===== src/rtl/pc_next_unit.sv =====
// Program-counter stage: PC register, next-PC select (trap > stall > jump > branch > sequential),
// redirect alignment check and retired-fetch counter. Optional macro COMPRESSED_EN enables 2-byte steps.
module pc_next_unit #(
    parameter int unsigned     XLEN      = 32,
    parameter logic [XLEN-1:0] RESET_VEC = '0,
    parameter int unsigned     STEP      = 4,
    parameter int unsigned     CNT_W     = 32
) (
    input  logic             clk,
    input  logic             rst,
    input  logic             stall,
    input  logic             br_taken,
    input  logic [XLEN-1:0]  br_target,
    input  logic             jmp_en,
    input  logic [XLEN-1:0]  jmp_target,
    input  logic             trap_en,
    input  logic [XLEN-1:0]  trap_vector,
`ifdef COMPRESSED_EN
    input  logic             is_compressed,
`endif
    output logic [XLEN-1:0]  pc,
    output logic [XLEN-1:0]  pc_plus_step,
    output logic             misalign_err,
    output logic [XLEN-1:0]  misalign_addr,
    output logic [CNT_W-1:0] instr_count
);

`ifdef COMPRESSED_EN
    localparam logic [XLEN-1:0] ALIGN_MASK = XLEN'(1);
    localparam bit              STEP_OK    = (STEP == 4) || (STEP == 2);
`else
    localparam logic [XLEN-1:0] ALIGN_MASK = XLEN'(3);
    localparam bit              STEP_OK    = (STEP == 4);
`endif

    if (!STEP_OK) begin : g_bad_step
        $error("pc_next_unit: unsupported STEP value");
    end

    logic [XLEN-1:0] pc_next;
    logic            advance;
    logic            err_set;
    logic [XLEN-1:0] err_addr;

    function automatic logic is_aligned(input logic [XLEN-1:0] addr);
        return (addr & ALIGN_MASK) == '0;
    endfunction

`ifdef COMPRESSED_EN
    assign pc_plus_step = pc + (is_compressed ? XLEN'(2) : XLEN'(4));
`else
    assign pc_plus_step = pc + XLEN'(STEP);
`endif

    always_comb begin
        // NOTE: every signal gets a default first, so no branch can leave a latch behind.
        pc_next  = pc_plus_step;
        advance  = 1'b1;
        err_set  = 1'b0;
        err_addr = '0;
        if (trap_en) begin
            pc_next = trap_vector & ~ALIGN_MASK;
            advance = 1'b0;
        end else if (stall) begin
            pc_next = pc;
            advance = 1'b0;
        end else if (jmp_en) begin
            if (is_aligned(jmp_target)) begin
                pc_next = jmp_target;
            end else begin
                err_set  = 1'b1;
                err_addr = jmp_target;
            end
        end else if (br_taken) begin
            if (is_aligned(br_target)) begin
                pc_next = br_target;
            end else begin
                err_set  = 1'b1;
                err_addr = br_target;
            end
        end
    end

    always_ff @(posedge clk) begin
        // NOTE: state registers use non-blocking assignment so every flop samples pre-edge values.
        if (rst) begin
            pc            <= RESET_VEC;
            misalign_err  <= 1'b0;
            misalign_addr <= '0;
            instr_count   <= '0;
        end else begin
            pc           <= pc_next;
            misalign_err <= err_set;
            if (err_set) begin
                misalign_addr <= err_addr;
            end
            if (advance) begin
                instr_count <= instr_count + CNT_W'(1);
            end
        end
    end

endmodule


===== config.mk =====
export PLATFORM = sky130hd
export DESIGN_NAME = pc_next_unit
export DESIGN_NICKNAME = d
export VERILOG_FILES = /design/src/rtl/pc_next_unit.sv
export SDC_FILE = /design/constraint.sdc
export NUM_CORES = 1
export LEC_CHECK = 0
export CAP_MARGIN = 5
export CORE_UTILIZATION = 48
export CTS_BUF_LIST = sky130_fd_sc_hd__clkbuf_2 sky130_fd_sc_hd__clkbuf_4 sky130_fd_sc_hd__clkbuf_8
export CTS_CLUSTER_SIZE = 10
export DETAILED_ROUTE_END_ITERATION = 8
export PLACE_DENSITY = 0.9
export SLEW_MARGIN = 20
export SYNTH_ARGS = -nofsm -noshare
export SYNTH_HDL_FRONTEND = slang
export SYNTH_SLANG_ARGS = --single-unit

===== constraint.sdc =====
create_clock -name clk -period 5.6 [get_ports clk]
set_input_delay 0.84 -clock clk [delete_from_list [all_inputs] [get_ports clk]]
set_output_delay 0.84 -clock clk [all_outputs]
set_load 0.01 [all_outputs]

==> results of run 1 <==
## power groups by stage
stage	Combinational [mW]	Clock [mW]	Sequential, mW
after floorplan	0.154	0	0.769
after global placement	0.363	0	0.766
after detailed placement	0.365	0	0.766
after CTS	0.368	0.448	0.751
after global routing	0.396	0.477	0.756
final	0.371	0.445	0.752
## cells in the final DEF, fill, tap and decap left out, types with 19 or more instances in the layout
master	count
clkdlybuf4s50_1	227
xor2_1	25
a22oi_1	30
nand2_1	49
and3_1	21
dfxtp_1	97
nand4_1	19
nand3_1	29
nor2_1	82
a21oi_1	36
a22o_1	32
xnor2_1	22
## final cells by class
| cell class | count | area [um2] | area share |
|---|---|---|---|
| Multi-Input combinational cell | 523 | 3360 | 0.417 |
| Timing Repair Buffer | 236 | 2340 | 0.290 |
| Sequential cell | 97 | 1940 | 0.241 |
| Tap cell | 143 | 179 | 0.0222 |
| Clock buffer | 10 | 138 | 0.0171 |
| Clock inverter | 6 | 51.3 | 0.00637 |
| Inverter | 12 | 45.0 | 0.00559 |
## how the worst max path moves through the flow
stage / end / cells past startpoint / from / slack (ps)
floorplan: pc_plus_step[24] / 6 / pc[4]$_SDFFE_PP0P_ / 3040
detailed placement: pc[25]$_SDFFE_PP0P_ / 6 / jmp_en / 2040
finish: pc_plus_step[25] / 5 / pc[4]$_SDFFE_PP0P_ / 1790
global route: pc_plus_step[25] / 5 / pc[4]$_SDFFE_PP0P_ / 1640
CTS: pc_plus_step[25] / 5 / pc[4]$_SDFFE_PP0P_ / 1820
global placement: pc[25]$_SDFFE_PP0P_ / 6 / jmp_en / 2060
## synth_stat cells (all sizes together), types with 2 or more instances
master	number
mux2i	5
o31a	2
or3b	2
or2	2
nand2	50
a31o	2
a211oi	4
a22oi	30
a21oi	37
and3	21
inv	12
a221oi	5
a22o	32
nor3	9
o221ai	11
o31ai	5
and2	11
nand3b	3
ha	2
clkbuf	39
o211ai	2
nand4	19
or3	11
o21a	4
nor4	10
o22ai	11
nor2	83
xnor2	22
xor2	25
dfxtp	97
nand3	31
o21ai	18
a221o	7
mux2	10
o2bb2ai	2
and4	13
a31oi	7
o211a	2
or4	3
buf	18
or4b	2
## worst register-to-register path, cell delays in order, from the launching register on
cell and delay, ps:
dfxtp_1 520, and4_1 350, nand3_1 380, nor4_1 490, xor2_1 170, a221o_1 340
## layer usage
layer	routed length [um]	part of all wire	vias to the layer above
li1	-	-	2936
met1	8120	0.41	2986
met2	9280	0.47	350
met3	1740	0.088	44
met4	589	0.030	0
met5	0	0	-
## sequential cells by signal (all words and copies together), names as in the netlist, named ones only
| signal | flops |
|---|---|
| instr_count | 32 |
| misalign_addr | 32 |
| misalign_err | 1 |
| pc | 30 |
## stage by stage
| step | instances | cell area (um2) | hold WS [ps] |
|---|---|---|---|
| floorplan | 689 | 5590 | 486 |
| global placement | 1011 | 7870 | 454 |
| detailed placement | 1011 | 7870 | 457 |
| CTS | 1027 | 8060 | 472 |
| global route | 1027 | 8060 | 483 |
| finish | 1027 | 8060 | 468 |
## cells by family (layout without fill, tap and decap cells)
group | after synthesis | count (layout) | synth area share
AO/OA/AOI/OAI | 185 | 185 | 0.238
flip-flops | 97 | 97 | 0.348
AND/OR/NAND/NOR | 274 | 274 | 0.256
buffers and inverters | 69 | 264 | 0.0513
XOR/XNOR | 47 | 47 | 0.0737
adder cells (fa/ha/maj) | 2 | 2 | 0.00448
multiplexers | 15 | 15 | 0.0291
==> impl_metrics.yaml, run 1 <==
grt:
  grt_pass1_wl_mm: 30.2
  met2_usage: 0.526
  grtUsageMet3: 0.0646
  grt_busiest_layer: "met2"
  met1_usage: 0.426
  grt_use_total: 0.328
  antenna_found_initial: 0
  grt_pass1_vias: 5848
  overflow: 0
  grt_max_degree: 61
status:
  status: "finished, final reports clean"
finish:
  n_antenna_cell: 0
  fillers: 911
  area_delta_synth_final_pct: 44.3
  nNetsFinal: 983
  final_util: 0.709
  drive_gt1_frac: 0.0566
power_and_ir_drop:
  internal_power_mw: 1.09
  pwr-share-comb: 0.237
  p_switching_mw: 0.473
  p_total_mw: 1.57
  p_leak_nw: 2.95
  p_sw_frac: 0.302
  clkPwrFrac: 0.284
  power_density_nw_per_um2: 195
  peakVddDrop_uv: 148
  power_frac_seq: 0.480
drt:
  vias: 6316
  drc_errors: 0
  drt_first_pass_iters: 5
  dr.first_iter.drc_count: 527
  wire_per_inst_um: 19.2
  viasPerCell: 6.15
  routed_wl_mm: 19.7
  antenna_left: 0
sta:
  fin_skew_ps: 16.4
  layout_min_cycle_time_ps: 3810
  finalSetupTns_ps: 0
  slew_headroom: 0.433
  tightest_slew_ps: 847
  max_freq_mhz: 262
  rsz0062_at_grt: "no"
  finalWorstSetupSlack_ps: 1790
  setup_viol: 0
  hold_viol_final: 0
  post-route-period-util: 0.681
  drv_slew: 0
hold_path:
  whs_path_depth: 1
  hold_path.class: "flop to flop"
clock_tree:
  numCtsBuffers: 9
  cts_resized: 0
  path_clk_slew_ps: 110
  clock_path_buffers: 2
  cts_tree: "built"
  postCtsSetupBuffers: 0
  holdBufCountCts: 0
  htreeDepth: 3
  insertion_delay_ps: 380
  cts_root_buffer: "clkbuf_8"
  clock-sinks: 97
yosys:
  avgSynthCellArea_um2: 8.11
  synth_fp_nets: 793
  ys_seq_area_frac: 0.348
  synth_area_leader_cell: "dfxtp_1"
  synth_area_leaders: "dfxtp_1 35%, nor2_1 5.6%, a22o_1 5.0%"
  synth_ff_type: "dfxtp_1"
  async_flop_share: 0
  synth.top_cell.area_share: 0.348
  netlist_area_um2: 5590
  yosysUniqueCellTypes: 59
  synth_edf_count: 0
  ys_ff_latch: 97
  synthCells: 689
  synth.yosys.warnings: 0
floorplan:
  fp.dieH_um: 110
  chipWidth_um: 110
  coreArea_um2: 11400
  die-area_um2: 12100
  io_pins: 231
  num_rows: 39
  initial_core_util: 0.491
setup_path:
  worstSetupPathType: "flop to output pin"
  rr_endpoint: "pc[25]$_SDFFE_PP0P_"
  cp_slowest_cell: "clkdlybuf4s50_1"
  setup.worst_path.end_class: "output pin"
  cp_num_buf_inv: 1
  startpoint_type: "flop"
  rrSetupSlack_ps: 3230
  path_cells: "and4_1 > nand3_1 > nor4_1 > xor2_1 > clkdlybuf4s50_1"
  crit_path_max_fanout: 11
  r2r_cells: 5
  cp.arrival_ps: 2970
  cp.required_ps: 4760
  path_delay_family: "simple AND/OR/NAND/NOR gates"
  r2r-start: "pc[4]$_SDFFE_PP0P_"
  slowest_delay_ps: 580
job:
  cap_violations: 0
placement:
  io_buffers: 228
  hpwl_mm: 14.3
  place_ws_ps: 2040
  gp_congestion: 0.962
(Power assumes the default switching activity.)
==> inputs of run 2 (changes only) <==
- CORE_UTILIZATION: 48 -> 45
- PLACE_DENSITY: 0.9 -> 0.86
- clock period: 5.6 -> 3.7 ns (I/O delays scaled with it)
==> run 2 against run 1 <==
Critical path depth stayed put. Die area grew 6.5%. Global-route usage decreased by 2.1 points. Flip-flop and latch count unchanged.
==> impl_metrics.yaml, run 2 (synthesis results as in run 1) <==
setup_path:
  path_cells: "and4_1 > nand3_1 > nor4_1 > xor2_1 > clkdlybuf4s50_1"
  path_delay_family: "simple AND/OR/NAND/NOR gates"
  startpoint_type: "flop"
  r2r_cells: 5
  slowest_delay_ps: 580
  cp.arrival_ps: 2940
  setup.worst_path.end_class: "output pin"
  cp_slowest_cell: "clkdlybuf4s50_1"
  rr_endpoint: "pc[25]$_SDFFE_PP0P_"
  worstSetupPathType: "flop to output pin"
  cp.required_ps: 3140
  crit_path_max_fanout: 11
  rrSetupSlack_ps: 1380
  cp_num_buf_inv: 1
  r2r-start: "pc[4]$_SDFFE_PP0P_"
placement:
  io_buffers: 228
  gp_congestion: 0.945
  place_ws_ps: 618
  hpwl_mm: 14.7
drt:
  vias: 6304
  routed_wl_mm: 20.0
  antenna_left: 0
  dr.first_iter.drc_count: 522
  viasPerCell: 5.97
  drc_errors: 0
  drt_first_pass_iters: 5
  wire_per_inst_um: 19.0
finish:
  n_antenna_cell: 0
  area_delta_synth_final_pct: 45.3
  final_common_cell: "clkdlybuf4s50_1"
  largest_registers: "instr_count (32), misalign_addr (32), pc (30)"
  drive_gt1_frac: 0.0608
  final_cell_mix: "227 x clkdlybuf4s50_1, 97 x dfxtp_1, 82 x nor2_1, 49 x nand2_1, 36 x a21oi_1"
  nNetsFinal: 987
floorplan:
  num_rows: 40
  fp.dieH_um: 113
  io_pins: 231
  chipWidth_um: 113
  initial_core_util: 0.463
  die-area_um2: 12900
  coreArea_um2: 12100
power_and_ir_drop:
  p_sw_frac: 0.308
  p_switching_mw: 0.732
  peakVddDrop_uv: 132
  internal_power_mw: 1.65
  p_leak_nw: 2.97
  pwr-share-comb: 0.239
  clkPwrFrac: 0.283
  power_density_nw_per_um2: 293
  power_frac_seq: 0.479
clock_tree:
  holdBufCountCts: 0
  cts_resized: 0
  path_clk_slew_ps: 100
  numCtsBuffers: 9
  cts_root_buffer: "clkbuf_8"
  htreeDepth: 3
  insertion_delay_ps: 370
  cts_tree: "built"
  clock-sinks: 97
  clock_path_buffers: 2
  postCtsSetupBuffers: 0
sta:
  finalWorstSetupSlack_ps: 203
  setup_viol: 0
  hold_viol_final: 0
  rsz0062_at_grt: "no"
  drv_slew: 0
  layout_min_cycle_time_ps: 3500
  finalSetupTns_ps: 0
  post-route-period-util: 0.945
  slew_headroom: 0.549
  fin_skew_ps: 7.23
  max_freq_mhz: 286
  tightest_slew_ps: 676
hold_path:
  hold_path.class: "flop to flop"
  whs_path_depth: 1
grt:
  grt_pass1_vias: 5787
  overflow: 0
  antenna_found_initial: 0
  grt_pass1_wl_mm: 30.9
  grt_max_degree: 57
  grt_use_total: 0.307
job:
  cap_violations: 0
status:
  status: "finished, final reports clean"
==> run 2: final cells by class <==
class | instances | area, um2
clock inverters | 7 | 62.6
well taps | 168 | 210
clock buffers | 9 | 124
multi-input cells | 523 | 3360
flip-flops and latches | 97 | 1940
fillers | 1028 | 3950
repair buffers | 240 | 2370
inverters | 12 | 45.0
==> run 2: worst max-delay path by stage <==
stage,endpoint,depth (start not counted),slack (ps),startpoint
2_1_floorplan,pc_plus_step[24],6,1430,pc[4]$_SDFFE_PP0P_
3_3_place_gp,pc[23]$_SDFFE_PP0P_,6,660,jmp_en
3_5_place_dp,pc[2]$_SDFFE_PP0P_,6,620,jmp_en
4_1_cts,pc_plus_step[25],5,220,pc[4]$_SDFFE_PP0P_
5_1_grt,pc_plus_step[25],5,90,pc[4]$_SDFFE_PP0P_
6_report,pc_plus_step[25],5,200,pc[4]$_SDFFE_PP0P_
==> run 2: through the flow <==
stage / utilization / hold slack [ps] / std cells / total power [mW] / cell area, um2
floorplan: - / 486 / 689 / 1.40 / 5590
global placement: 0.657 / 453 / 1040 / 1.71 / 7930
detailed placement: 0.657 / 461 / 1040 / 1.72 / 7930
CTS: 0.673 / 479 / 1056 / 2.39 / 8120
global route: 0.673 / 491 / 1056 / 2.48 / 8120
finish: 0.673 / 475 / 1056 / 2.38 / 8120
==> run 2: worst register-to-register path, stage by stage, from the launching register on <==
cell and delay [ps]:
dfxtp_1 480, and4_1 350, nand3_1 380, nor4_1 490
xor2_1 170, a221o_1 340
==> run 2: power groups by stage <==
stage / logic (mW) / clock network (mW) / registers [mW]
2_1_floorplan: 0.233 / 0 / 1.16
3_3_place_gp: 0.555 / 0 / 1.16
3_5_place_dp: 0.558 / 0 / 1.16
4_1_cts: 0.562 / 0.689 / 1.14
5_1_grt: 0.603 / 0.732 / 1.14
6_report: 0.567 / 0.673 / 1.14
==> run 2: routing by layer <==
layer | vias to the layer above | GRT usage | share of wire
met5 | - | 0 | 0
met4 | 0 | 0.141 | 0.039
met3 | 57 | 0.0489 | 0.077
met2 | 353 | 0.492 | 0.45
met1 | 2948 | 0.407 | 0.43
li1 | 2946 | - | -
==> inputs of run 3 (changes only) <==
- CELL_PAD_IN_SITES_DETAIL_PLACEMENT: not set -> 0
- CELL_PAD_IN_SITES_GLOBAL_PLACEMENT: not set -> 1
- CORE_UTILIZATION: 45 -> 32
- TNS_END_PERCENT: not set -> 1
==> run 3 against run 2 <==
Sequential power hardly changed. Final cell count is 5.0% higher. First-iteration DRC count is 6.5% lower. Count of clock-buffer cells in the layout stayed put. Maximum frequency is 1.1% higher. Total power is 3.3% higher. Non-clock buffer count is 1 higher. Global-route usage is 7.4 points lower. Wire length is 5.3% higher. Flip-flop and latch count stayed put.
==> impl_metrics.yaml, run 3 (synthesis results as in run 1) <==
status:
  status: "finished, final reports clean"
drt:
  met1_length_mm: 9.56
  top_layer: "met4"
  wire_per_inst_um: 19.0
  vias: 6087
  routed_wl_mm: 21.1
  antenna_left: 0
  met3_length_mm: 1.32
  viasPerCell: 5.49
  drc_errors: 0
  drt_first_pass_iters: 5
  routed-wl-met2_mm: 9.46
  dr.first_iter.drc_count: 488
setup_path:
  startpoint: "pc[4]$_SDFFE_PP0P_"
  worstSetupPathType: "flop to output pin"
  cp.required_ps: 3140
  cp_slowest_cell: "clkdlybuf4s50_1"
  startpoint_type: "flop"
  path_cells: "and4_1 > nand3_1 > nor4_2 > xor2_1 > clkdlybuf4s50_1"
  cp.arrival_ps: 2900
  r2r-start: "pc[4]$_SDFFE_PP0P_"
  crit_path_max_fanout: 11
  cp_num_buf_inv: 1
  path_delay_family: "simple AND/OR/NAND/NOR gates"
  setup.worst_path.end_class: "output pin"
  slowest_delay_ps: 590
grt:
  antenna_found_initial: 0
  grt_max_degree: 60
  grt_pass1_vias: 5703
  grt_use_total: 0.233
  overflow: 0
  grt_pass1_wl_mm: 32.4
placement:
  place_ws_ps: 667
  io_buffers: 228
  gp_congestion: 0.894
  hpwl_mm: 15.5
finish:
  largest_registers: "instr_count (32), misalign_addr (32), pc (30)"
  area_delta_synth_final_pct: 47.1
  nNetsFinal: 988
  final_common_cell: "clkdlybuf4s50_1"
  final_cell_mix: "226 x clkdlybuf4s50_1, 97 x dfxtp_1, 82 x nor2_1, 49 x nand2_1, 36 x a21oi_1"
  fillers: 1648
  n_antenna_cell: 0
  drive_gt1_frac: 0.0641
clock_tree:
  htreeDepth: 3
  cts_tree: "built"
  insertion_delay_ps: 380
  postCtsSetupBuffers: 0
  clock_path_buffers: 2
  path_clk_slew_ps: 100
  numCtsBuffers: 9
  clock-sinks: 97
  cts_root_buffer: "clkbuf_8"
power_and_ir_drop:
  power_density_nw_per_um2: 299
  p_switching_mw: 0.740
  internal_power_mw: 1.72
  p_sw_frac: 0.301
  p_total_mw: 2.46
  pwr-share-comb: 0.232
  power_frac_seq: 0.463
  peakVddDrop_uv: 179
  clkPwrFrac: 0.305
  p_leak_nw: 2.99
floorplan:
  die-area_um2: 18000
  chipWidth_um: 134
  io_pins: 231
  num_rows: 47
  initial_core_util: 0.332
  fp.dieH_um: 134
  coreArea_um2: 16800
sta:
  tightest_slew_ps: 757
  finalWorstSetupSlack_ps: 242
  layout_min_cycle_time_ps: 3460
  rsz0062_at_grt: "no"
  finalSetupTns_ps: 0
  setup_viol: 0
  drv_slew: 0
  max_freq_mhz: 289
  slew_headroom: 0.495
  fin_skew_ps: 10.4
  hold_viol_final: 0
  post-route-period-util: 0.935
hold_path:
  hold_path.class: "flop to flop"
job:
  cap_violations: 0
-- run 3: changes by cell type in the layout (fill, tap and decap cells not counted) --
cell             previous run  this run
buf_4                      13        14
buf_2                       0         1
bufinv_16                   0         1
nor4_1                      9         8
nor2_2                      1         0
nor2_4                      0         1
clkinv_4                    3         2
clkinvlp_4                  1         0
inv_6                       2         3
nor4_2                      0         1
clkdlybuf4s50_1           227       226
-- run 3: worst reg2reg max path, cell delays in order (launching register included) --
cell and delay, ps:
dfxtp_1 490, and4_1 360, nand3_1 390, nor4_2 450, xor2_1 150, a221o_1 330
-- run 3: what timing repair did --
action                                  4_1_cts  5_1_grt
hold buffers                                  0        0
resized for setup                             0        1
endpoints found under the setup margin        0        1
-- run 3: area by class of cell --
class	instances	area, um2	area share
sequential	97	1940	0.236
inverter	12	45.0	0.00548
timing repair buffer	241	2370	0.289
clock inverter	7	85.1	0.0104
clock buffer	9	124	0.0151
multi-input combinational	523	3370	0.411
tap	220	275	0.0335
-- run 3: power by group through the flow --
| stage | clock network (mW) | logic [mW] | registers [mW] |
|---|---|---|---|
| floorplan | 0 | 0.233 | 1.16 |
| global placement | 0 | 0.565 | 1.16 |
| detailed placement | 0 | 0.564 | 1.16 |
| CTS | 0.772 | 0.568 | 1.14 |
| global route | 0.811 | 0.609 | 1.15 |
| finish | 0.749 | 0.570 | 1.14 |
-- run 3: per-stage QoR --
stage	cells	hold WS [ps]	instance area, um2	util
3_3_place_gp	1093	453	8000	0.476
5_1_grt	1109	481	8220	0.489
4_1_cts	1109	475	8210	0.488
3_5_place_dp	1093	460	8000	0.476
6_report	1109	467	8220	0.489
2_1_floorplan	689	486	5590	-
-- run 3: final timing paths --
kind / end / slack, ps / depth (start not counted)
max reg2reg: pc[25]$_SDFFE_PP0P_ / 1440 / 5
max: pc_plus_step[25] / 240 / 5
min: flop / 470 / 1
min reg2reg: flop / 470 / 1
-- run 3: layer usage --
metal  vias up  GRT usage
met5         -          0
met4         0      0.107
met3        45     0.0393
met2       264      0.359
met1      2835      0.318
li1       2943          -
